**src/rtl/vmas_pkg.sv**
```systemverilog
// Shared definitions for the VMA selector / burst sequencer: source encodings,
// FSM state type and default widths.
package vmas_pkg;

    localparam int VW_DEF      = 32;
    localparam int LCW_DEF     = 26;
    localparam int MAPI_LO_DEF = 8;
    localparam int MAPI_HI_DEF = 23;
    localparam int CNTW_DEF    = 4;
    localparam int STRIDE_DEF  = 1;

    typedef enum logic [1:0] {
        VMASEL_LC  = 2'd0,
        VMASEL_OB  = 2'd1,
        VMASEL_MD  = 2'd2,
        VMASEL_INC = 2'd3
    } vmasel_e;

    typedef enum logic [1:0] {
        ST_IDLE  = 2'd0,
        ST_ISSUE = 2'd1,
        ST_WAIT  = 2'd2
    } state_e;

endpackage

```
**src/rtl/vmas_seq_if.sv**
```systemverilog
// Map-stage handshake: registered map input field with valid/ready.
// The sequencer drives the master side, the map stage the slave side.
interface vmas_seq_if
    import vmas_pkg::*;
#(
    parameter int MAPW = MAPI_HI_DEF - MAPI_LO_DEF + 1
) ();

    logic [MAPW-1:0] mapi;
    logic            map_valid;
    logic            map_ready;

    modport master (output mapi, output map_valid, input map_ready);
    modport slave  (input mapi, input map_valid, output map_ready);

endinterface

```
**src/rtl/vmas_src_mux.sv**
```systemverilog
// Combinational VMA source select: word-addressed LC, OB, MD or VMA+STRIDE.
// Also exports the incremented VMA for the burst engine.
module vmas_src_mux
    import vmas_pkg::*;
#(
    parameter int VW     = VW_DEF,
    parameter int LCW    = LCW_DEF,
    parameter int STRIDE = STRIDE_DEF
) (
    input  logic [1:0]     vmasel,
    input  logic [VW-1:0]  ob,
    input  logic [VW-1:0]  md,
    input  logic [LCW-1:0] lc,
    input  logic [VW-1:0]  vma,
    output logic [VW-1:0]  src,
    output logic [VW-1:0]  inc
);

    // LC is a byte address; the two low bits never reach the VMA.
    logic [1:0] lc_byte_unused;
    assign lc_byte_unused = lc[1:0];

    always_comb begin
        inc = vma + VW'(STRIDE);
        src = '0;
        case (vmasel)
            VMASEL_LC:  src = VW'(lc[LCW-1:2]);
            VMASEL_OB:  src = ob;
            VMASEL_MD:  src = md;
            VMASEL_INC: src = inc;
            default:    src = '0;
        endcase
    end

endmodule

```
**src/rtl/vmas_seq.sv**
```systemverilog
// VMA register with sequential-access burst engine feeding the map stage.
// Optional build macro VMAS_PAGE_CROSS_EN: flag page crossings and insert a map-reload cycle.
module vmas_seq
    import vmas_pkg::*;
#(
    parameter int VW      = VW_DEF,
    parameter int LCW     = LCW_DEF,
    parameter int MAPI_LO = MAPI_LO_DEF,
    parameter int MAPI_HI = MAPI_HI_DEF,
    parameter int CNTW    = CNTW_DEF,
    parameter int STRIDE  = STRIDE_DEF
) (
    input  logic             clk,
    input  logic             reset_n,
    input  logic [VW-1:0]    ob,
    input  logic [VW-1:0]    md,
    input  logic [LCW-1:0]   lc,
    input  logic [1:0]       vmasel,
    input  logic             vma_we,
    input  logic             burst_start,
    input  logic [CNTW-1:0]  burst_len,
    input  logic             memprepare,
    vmas_seq_if.master       map,
    output logic [VW-1:0]    vma,
    output logic             busy,
    output logic             burst_done,
    output logic             page_cross
);

    localparam int MAPW = MAPI_HI - MAPI_LO + 1;

    state_e          state_reg, state_next;
    logic [VW-1:0]   vma_reg, vma_next;
    logic [MAPW-1:0] mapi_reg, mapi_next;
    logic            valid_reg, valid_next;
    logic            busy_reg, busy_next;
    logic            done_reg, done_next;
    logic            pc_reg, pc_next;
    logic            hold_reg, hold_next;
    logic [CNTW-1:0] cnt_reg, cnt_next;

    logic [VW-1:0]   src;
    logic [VW-1:0]   vma_inc;
    logic            cross_now;
    logic            handshake;

    vmas_src_mux #(
        .VW     (VW),
        .LCW    (LCW),
        .STRIDE (STRIDE)
    ) u_src_mux (
        .vmasel (vmasel),
        .ob     (ob),
        .md     (md),
        .lc     (lc),
        .vma    (vma_reg),
        .src    (src),
        .inc    (vma_inc)
    );

`ifdef VMAS_PAGE_CROSS_EN
    // Any change at or above the map field means the map RAM must reload.
    assign cross_now = |(vma_reg[VW-1:MAPI_LO] ^ vma_inc[VW-1:MAPI_LO]);
`else
    assign cross_now = 1'b0;
`endif

    assign handshake = valid_reg & map.map_ready;

    always_ff @(posedge clk or negedge reset_n) begin
        if (!reset_n) begin
            state_reg <= ST_IDLE;
            vma_reg   <= '0;
            mapi_reg  <= '0;
            valid_reg <= 1'b0;
            busy_reg  <= 1'b0;
            done_reg  <= 1'b0;
            pc_reg    <= 1'b0;
            hold_reg  <= 1'b0;
            cnt_reg   <= '0;
        end else begin
            state_reg <= state_next;
            vma_reg   <= vma_next;
            mapi_reg  <= mapi_next;
            valid_reg <= valid_next;
            busy_reg  <= busy_next;
            done_reg  <= done_next;
            pc_reg    <= pc_next;
            hold_reg  <= hold_next;
            cnt_reg   <= cnt_next;
        end
    end

    always_comb begin
        state_next = state_reg;
        vma_next   = vma_reg;
        mapi_next  = mapi_reg;
        valid_next = valid_reg;
        busy_next  = busy_reg;
        done_next  = 1'b0;
        pc_next    = pc_reg;
        hold_next  = 1'b0;
        cnt_next   = cnt_reg;

        case (state_reg)
            ST_IDLE: begin
                if (burst_start || vma_we) begin
                    vma_next   = src;
                    mapi_next  = memprepare ? src[MAPI_HI:MAPI_LO] : md[MAPI_HI:MAPI_LO];
                    valid_next = 1'b1;
                    pc_next    = 1'b0;
                    state_next = ST_WAIT;
                    // Burst wins over a simultaneous single load; length 0 acts as 1.
                    if (burst_start) begin
                        cnt_next  = (burst_len == '0) ? '0 : burst_len - CNTW'(1);
                        busy_next = 1'b1;
                    end else begin
                        cnt_next  = '0;
                        busy_next = 1'b0;
                    end
                end
            end

            ST_ISSUE: begin
                vma_next   = vma_inc;
                mapi_next  = vma_inc[MAPI_HI:MAPI_LO];
                cnt_next   = cnt_reg - CNTW'(1);
                state_next = ST_WAIT;
                if (cross_now) begin
                    valid_next = 1'b0;
                    hold_next  = 1'b1;
                    pc_next    = 1'b1;
                end else begin
                    valid_next = 1'b1;
                end
            end

            ST_WAIT: begin
                if (hold_reg) begin
                    valid_next = 1'b1;
                end else if (handshake) begin
                    valid_next = 1'b0;
                    pc_next    = 1'b0;
                    if (cnt_reg == '0) begin
                        done_next  = busy_reg;
                        busy_next  = 1'b0;
                        state_next = ST_IDLE;
                    end else begin
                        state_next = ST_ISSUE;
                    end
                end
            end

            default: begin
                state_next = ST_IDLE;
                valid_next = 1'b0;
                busy_next  = 1'b0;
            end
        endcase
    end

    assign vma           = vma_reg;
    assign busy          = busy_reg;
    assign burst_done    = done_reg;
    assign page_cross    = pc_reg;
    assign map.mapi      = mapi_reg;
    assign map.map_valid = valid_reg;

endmodule

```
**src/flat_wrapper.sv**
```systemverilog
// flat-port wrapper written by rule: the top's interface ports become plain ports
module vmas_seq_flat import vmas_pkg::*;
#(
    parameter int VW      = VW_DEF,
    parameter int LCW     = LCW_DEF,
    parameter int MAPI_LO = MAPI_LO_DEF,
    parameter int MAPI_HI = MAPI_HI_DEF,
    parameter int CNTW    = CNTW_DEF,
    parameter int STRIDE  = STRIDE_DEF
)
  (clk, reset_n, ob, md, lc, vmasel, vma_we, burst_start, burst_len, memprepare, vma, busy, burst_done, page_cross, map_mapi, map_map_valid, map_map_ready);
  vmas_seq_if #(.MAPW(16)) map_i ();
  input  logic clk;
  input  logic reset_n;
  input  logic [VW-1:0] ob;
  input  logic [VW-1:0] md;
  input  logic [LCW-1:0] lc;
  input  logic [1:0] vmasel;
  input  logic vma_we;
  input  logic burst_start;
  input  logic [CNTW-1:0] burst_len;
  input  logic memprepare;
  output logic [VW-1:0] vma;
  output logic busy;
  output logic burst_done;
  output logic page_cross;
  output wire logic [$bits(map_i.mapi)-1:0] map_mapi;
  output wire logic [$bits(map_i.map_valid)-1:0] map_map_valid;
  input wire logic [$bits(map_i.map_ready)-1:0] map_map_ready;
  assign map_mapi = map_i.mapi;
  assign map_map_valid = map_i.map_valid;
  assign map_i.map_ready = map_map_ready;
  vmas_seq #(.VW(VW), .LCW(LCW), .MAPI_LO(MAPI_LO), .MAPI_HI(MAPI_HI), .CNTW(CNTW), .STRIDE(STRIDE)) u_core (.clk(clk), .reset_n(reset_n), .ob(ob), .md(md), .lc(lc), .vmasel(vmasel), .vma_we(vma_we), .burst_start(burst_start), .burst_len(burst_len), .memprepare(memprepare), .map(map_i), .vma(vma), .busy(busy), .burst_done(burst_done), .page_cross(page_cross));
endmodule
```
**config.mk**
```make
export PLATFORM = sky130hd
export DESIGN_NAME = vmas_seq_flat
export DESIGN_NICKNAME = d
export VERILOG_FILES = /design/src/rtl/vmas_pkg.sv /design/src/rtl/vmas_seq_if.sv /design/src/rtl/vmas_src_mux.sv /design/src/rtl/vmas_seq.sv /design/src/flat_wrapper.sv
export SDC_FILE = /design/constraint.sdc
export NUM_CORES = 1
export LEC_CHECK = 0
export BUFFER_PORTS_ARGS = -buffer_cell sky130_fd_sc_hd__buf_2
export CORE_ASPECT_RATIO = 1.4
export CORE_MARGIN = 3
export CORE_UTILIZATION = 30
export CTS_CLUSTER_SIZE = 12
export DETAILED_ROUTE_END_ITERATION = 8
export PLACE_DENSITY_LB_ADDON = 0.3
export SLEW_MARGIN = 10
export SYNTH_ARGS = -nofsm -noshare
export SYNTH_HDL_FRONTEND = slang
export SYNTH_HIERARCHICAL = 1
export SYNTH_SLANG_ARGS = --single-unit
```
**constraint.sdc**
```tcl
create_clock -name clk -period 6.85 [get_ports clk]
set_input_delay 0.685 -clock clk [delete_from_list [all_inputs] [get_ports clk]]
set_output_delay 0.685 -clock clk [all_outputs]
set_load 0.01 [all_outputs]
```
==> Implementation_results.wiki <==
{| class="wikitable"
! Metric !! Value
|-
| Critical Path Slowest Stage Cell || sky130_fd_sc_hd__nor4_1
|-
| Cell area reported after detailed placement || 0.00512 mm^2
|-
| Via density || 5.16
|-
| Area growth syn-to-layout || 23.9%
|-
| Largest clock skew in the final design || 0.00682 ns
|-
| Cell count after synthesis || 454
|-
| Finished Cell Area || 0.00527 mm^2
|-
| Prevailing post-synth register cell || sky130_fd_sc_hd__dfrtp_1
|-
| Initial antenna violation count || 0
|-
| Core Footprint || 0.0136 mm^2
|-
| Worst ir drop on vdd || 0.201 mV
|-
| Total Die Area || 0.0157 mm^2
|-
| Number of distinct library cells after synthesis || 45
|-
| Largest fanout on the critical path || 8
|-
| # Post-CTS Setup Buffers || 0
|-
| Post-detailed-route count of antenna-violating nets || 0
|-
| DRT iter0 DRCs || 142
|-
| Max transition margin || 0.325
|-
| Run status || finished clean
|-
| Total length of routed wires || 13,600 um
|-
| Number of clock sinks || 56
|-
| Cell area power density || 357 mW/mm^2
|-
| Number of warnings printed during yosys synthesis || 6
|-
| Fraction of the yosys area taken by sequential cells || 0.330
|-
| DRC violations left || 0
|-
| RD Place Congestion || 0.810
|-
| Vias in the first global route || 4,033
|-
| Die Span Y || 147 um
|-
| Static leakage || 2.40 nW
|-
| H-tree lvl count || 2
|-
| Overall global routing resource usage || 0.170
|-
| Slew @ Worst Pin || 1.01 ns
|-
| Maximum number of pins on one net before global-route repair || 57
|-
| Avg Inst Size Synth || 9.36 um^2
|-
| Chain of cells forming the critical path || nand4_4 -> nor4_1 -> nand4_1 -> xnor2_1 -> mux4_1 -> mux2i_1 -> nor2_1 -> a21oi_1 -> o21ai_0
|-
| Count of endpoints failing setup in the final report || 0
|-
| Leading cell types in the layout, fill and taps excluded || sky130_fd_sc_hd__buf_2 (150), sky130_fd_sc_hd__nand2_1 (61), sky130_fd_sc_hd__dfrtp_1 (56)
|-
| Half-perimeter wire length after placement || 9810 um
|-
| Via Count || 3,954
|-
| Count of antenna diodes in the layout || 0
|-
| Beginning of the worst hold path || u_core/map.mapi[13]$_DFFE_PN0P_
|-
| Post-Synthesis Net Count || 560
|-
| Quantity of gates resized following cts || 0
|-
| Most common cell after layout, fill and taps aside || sky130_fd_sc_hd__buf_2
|-
| Kind of capture point of the worst setup path || register
|-
| Shortest clock period the worst path allows after layout || 2.95 ns
|-
| Input/output buffers || 150
|-
| Fraction of post-synthesis cell area in the top cell type by area || 0.330
|-
| Min-Delay Path Class || register to register
|-
| Number of enable flip-flop cells after synthesis || 0
|-
| Layout Nets || 689
|-
| Initial Util || 0.312
|-
| Crit path arrival time || 3.10 ns
|-
| Cell Rows || 50
|-
| Root buffer cell || sky130_fd_sc_hd__clkbuf_16
|-
| Max Slew Vio Count || 0
|-
| Total Negative Setup Slacks || 0 ns
|-
| Worst setup SP type || register
|-
| First-pass GRT wire length || 21,300 um
|-
| Largest cells by area after synthesis || sky130_fd_sc_hd__dfrtp_1 (33%), sky130_fd_sc_hd__mux4_2 (11%), sky130_fd_sc_hd__mux2i_1 (7.5%)
|-
| Startpoint of the worst-slack reg-to-reg timing path || u_core/vma[5]$_DFFE_PN0P_
|-
| Netlist area before placement || 0.00425 mm^2
|-
| Clock tree from TritonCTS || done
|-
| Total of flip-flops plus latches after synthesis || 56
|-
| Clk buf depth || 2
|-
| Number of primary I/O pins || 154
|-
| CTS buffer count || 5
|-
| Share of synthesized flip-flops with an asynchronous set or reset || 1.00
|-
| Flip-flop count of the largest register, all copies and words added || 32
|-
| Achievable clock frequency || 0.339 GHz
|-
| Reported max-cap violation count || 0
|-
| Tot Pwr || 1.88 mW
|-
| Total overflow reported by the global router || 0
|-
| Number of buffers inserted for hold repair after clock tree synthesis || 0
|-
| Worst Path Required || 7.00 ns
|-
| DIE WIDTH || 107 um
|-
| Kind of critical path || register to register
|-
| Setup repair after global routing missed its margin || no
|-
| Clock latency of the later-clocked register in the worst-skew pair || 0.30 ns
|-
| Share of cells above drive strength 1 || 0.351
|-
| Period utilisation layout || 0.431
|-
| Setup crit start || u_core/vma[5]$_DFFE_PN0P_
|-
| Delay contributed by the slowest stage of the critical path || 0.69 ns
|-
| Post-CTS clock slew at the launch and capture registers of the worst setup and hold paths || 0.08 ns
|-
| Detail-routed net length per standard cell || 17.7 um
|-
| First-pass iteration count of the detailed router || 4
|-
| Number of hold violations in the final report || 0
|-
| Library cell occupying the most area in the post-synthesis netlist || sky130_fd_sc_hd__dfrtp_1
|-
| Final hold slack || 0.484 ns
|}
[metrics by stage]
| stage | worst slack [ns] | std cells | util |
|---|---|---|---|
| 4_1_cts | 3.91 | 766 | 0.386 |
| 2_1_floorplan | 4.46 | 454 | - |
| 3_3_place_gp | 4.00 | 758 | 0.375 |
| 3_5_place_dp | 3.93 | 758 | 0.375 |
| 5_1_grt | 3.63 | 766 | 0.386 |
| 6_report | 3.90 | 766 | 0.386 |
[layout make-up]
| class | instances | area, um^2 |
|---|---|---|
| clock buffers | 6 | 139 |
| clock inverters | 2 | 10.0 |
| fillers | 1437 | 8370 |
| inverters | 10 | 37.5 |
| multi-input cells | 354 | 2660 |
| flip-flops and latches | 56 | 1400 |
| well taps | 182 | 228 |
| repair buffers | 156 | 796 |
[power by group]
part           switching [mW]  internal (mW)
sequential              0.208          0.485
clock                   0.127          0.145
combinational           0.529          0.386
total                   0.863           1.02
[synth_stat cells, drive strengths merged, types with 6 or more instances]
cell,n
a21oi,18
a22o,8
a22oi,17
a31o,9
buf,16
clkbuf,18
dfrtp,56
inv,10
mux2i,32
mux4,24
nand2,61
nand3,10
nand4,15
nor2,29
o21ai,53
xnor2,26
xor2,6
[final timing paths]
check / endpoint / slack [ns] / depth (start not counted)
worst min-delay path: u_core/map.mapi[13]$_DFFE_PN0P_ / 0.48 / 2
min in group asynchronous: u_core/map.mapi[7]$_DFFE_PN0P_ / 0.54 / 2
max in group asynchronous: u_core/vma[3]$_DFFE_PN0P_ / 5.79 / 2
worst max register to register: u_core/map.mapi[9]$_DFFE_PN0P_ / 3.90 / 9
worst min register to register: u_core/map.mapi[13]$_DFFE_PN0P_ / 0.48 / 2
worst max-delay path: u_core/map.mapi[9]$_DFFE_PN0P_ / 3.90 / 9
[critical path: cells and delay by family (launching register included)]
kind                      cells  cell delay [ns]
DFF                           1             0.51
and+or+nand+nor               4             1.14
AOI/OAI and AO/OA             2             0.26
xor gates and xnor gates      1             0.20
muxes                         2             0.69
[logic make-up after synthesis]
logic type      count (synthesis)  share of synthesized area
xor+xnor                       32                     0.0659
compound gates                108                      0.155
buf+inv                        44                     0.0456
mux                            56                      0.205
other cells                     1                   0.000882
fa+ha+maj                       4                     0.0118
flops                          56                      0.330
simple gates                  153                      0.187
[routing by layer]
| layer | vias up | GRT usage | routed length (um) |
|---|---|---|---|
| li1 | 1922 | - | - |
| met1 | 1896 | 0.210 | 5570 |
| met2 | 129 | 0.307 | 7040 |
| met3 | 7 | 0.0338 | 842 |
| met4 | 0 | 0.0326 | 110 |
| met5 | - | 0 | 0 |
(Power assumes the default switching activity.)
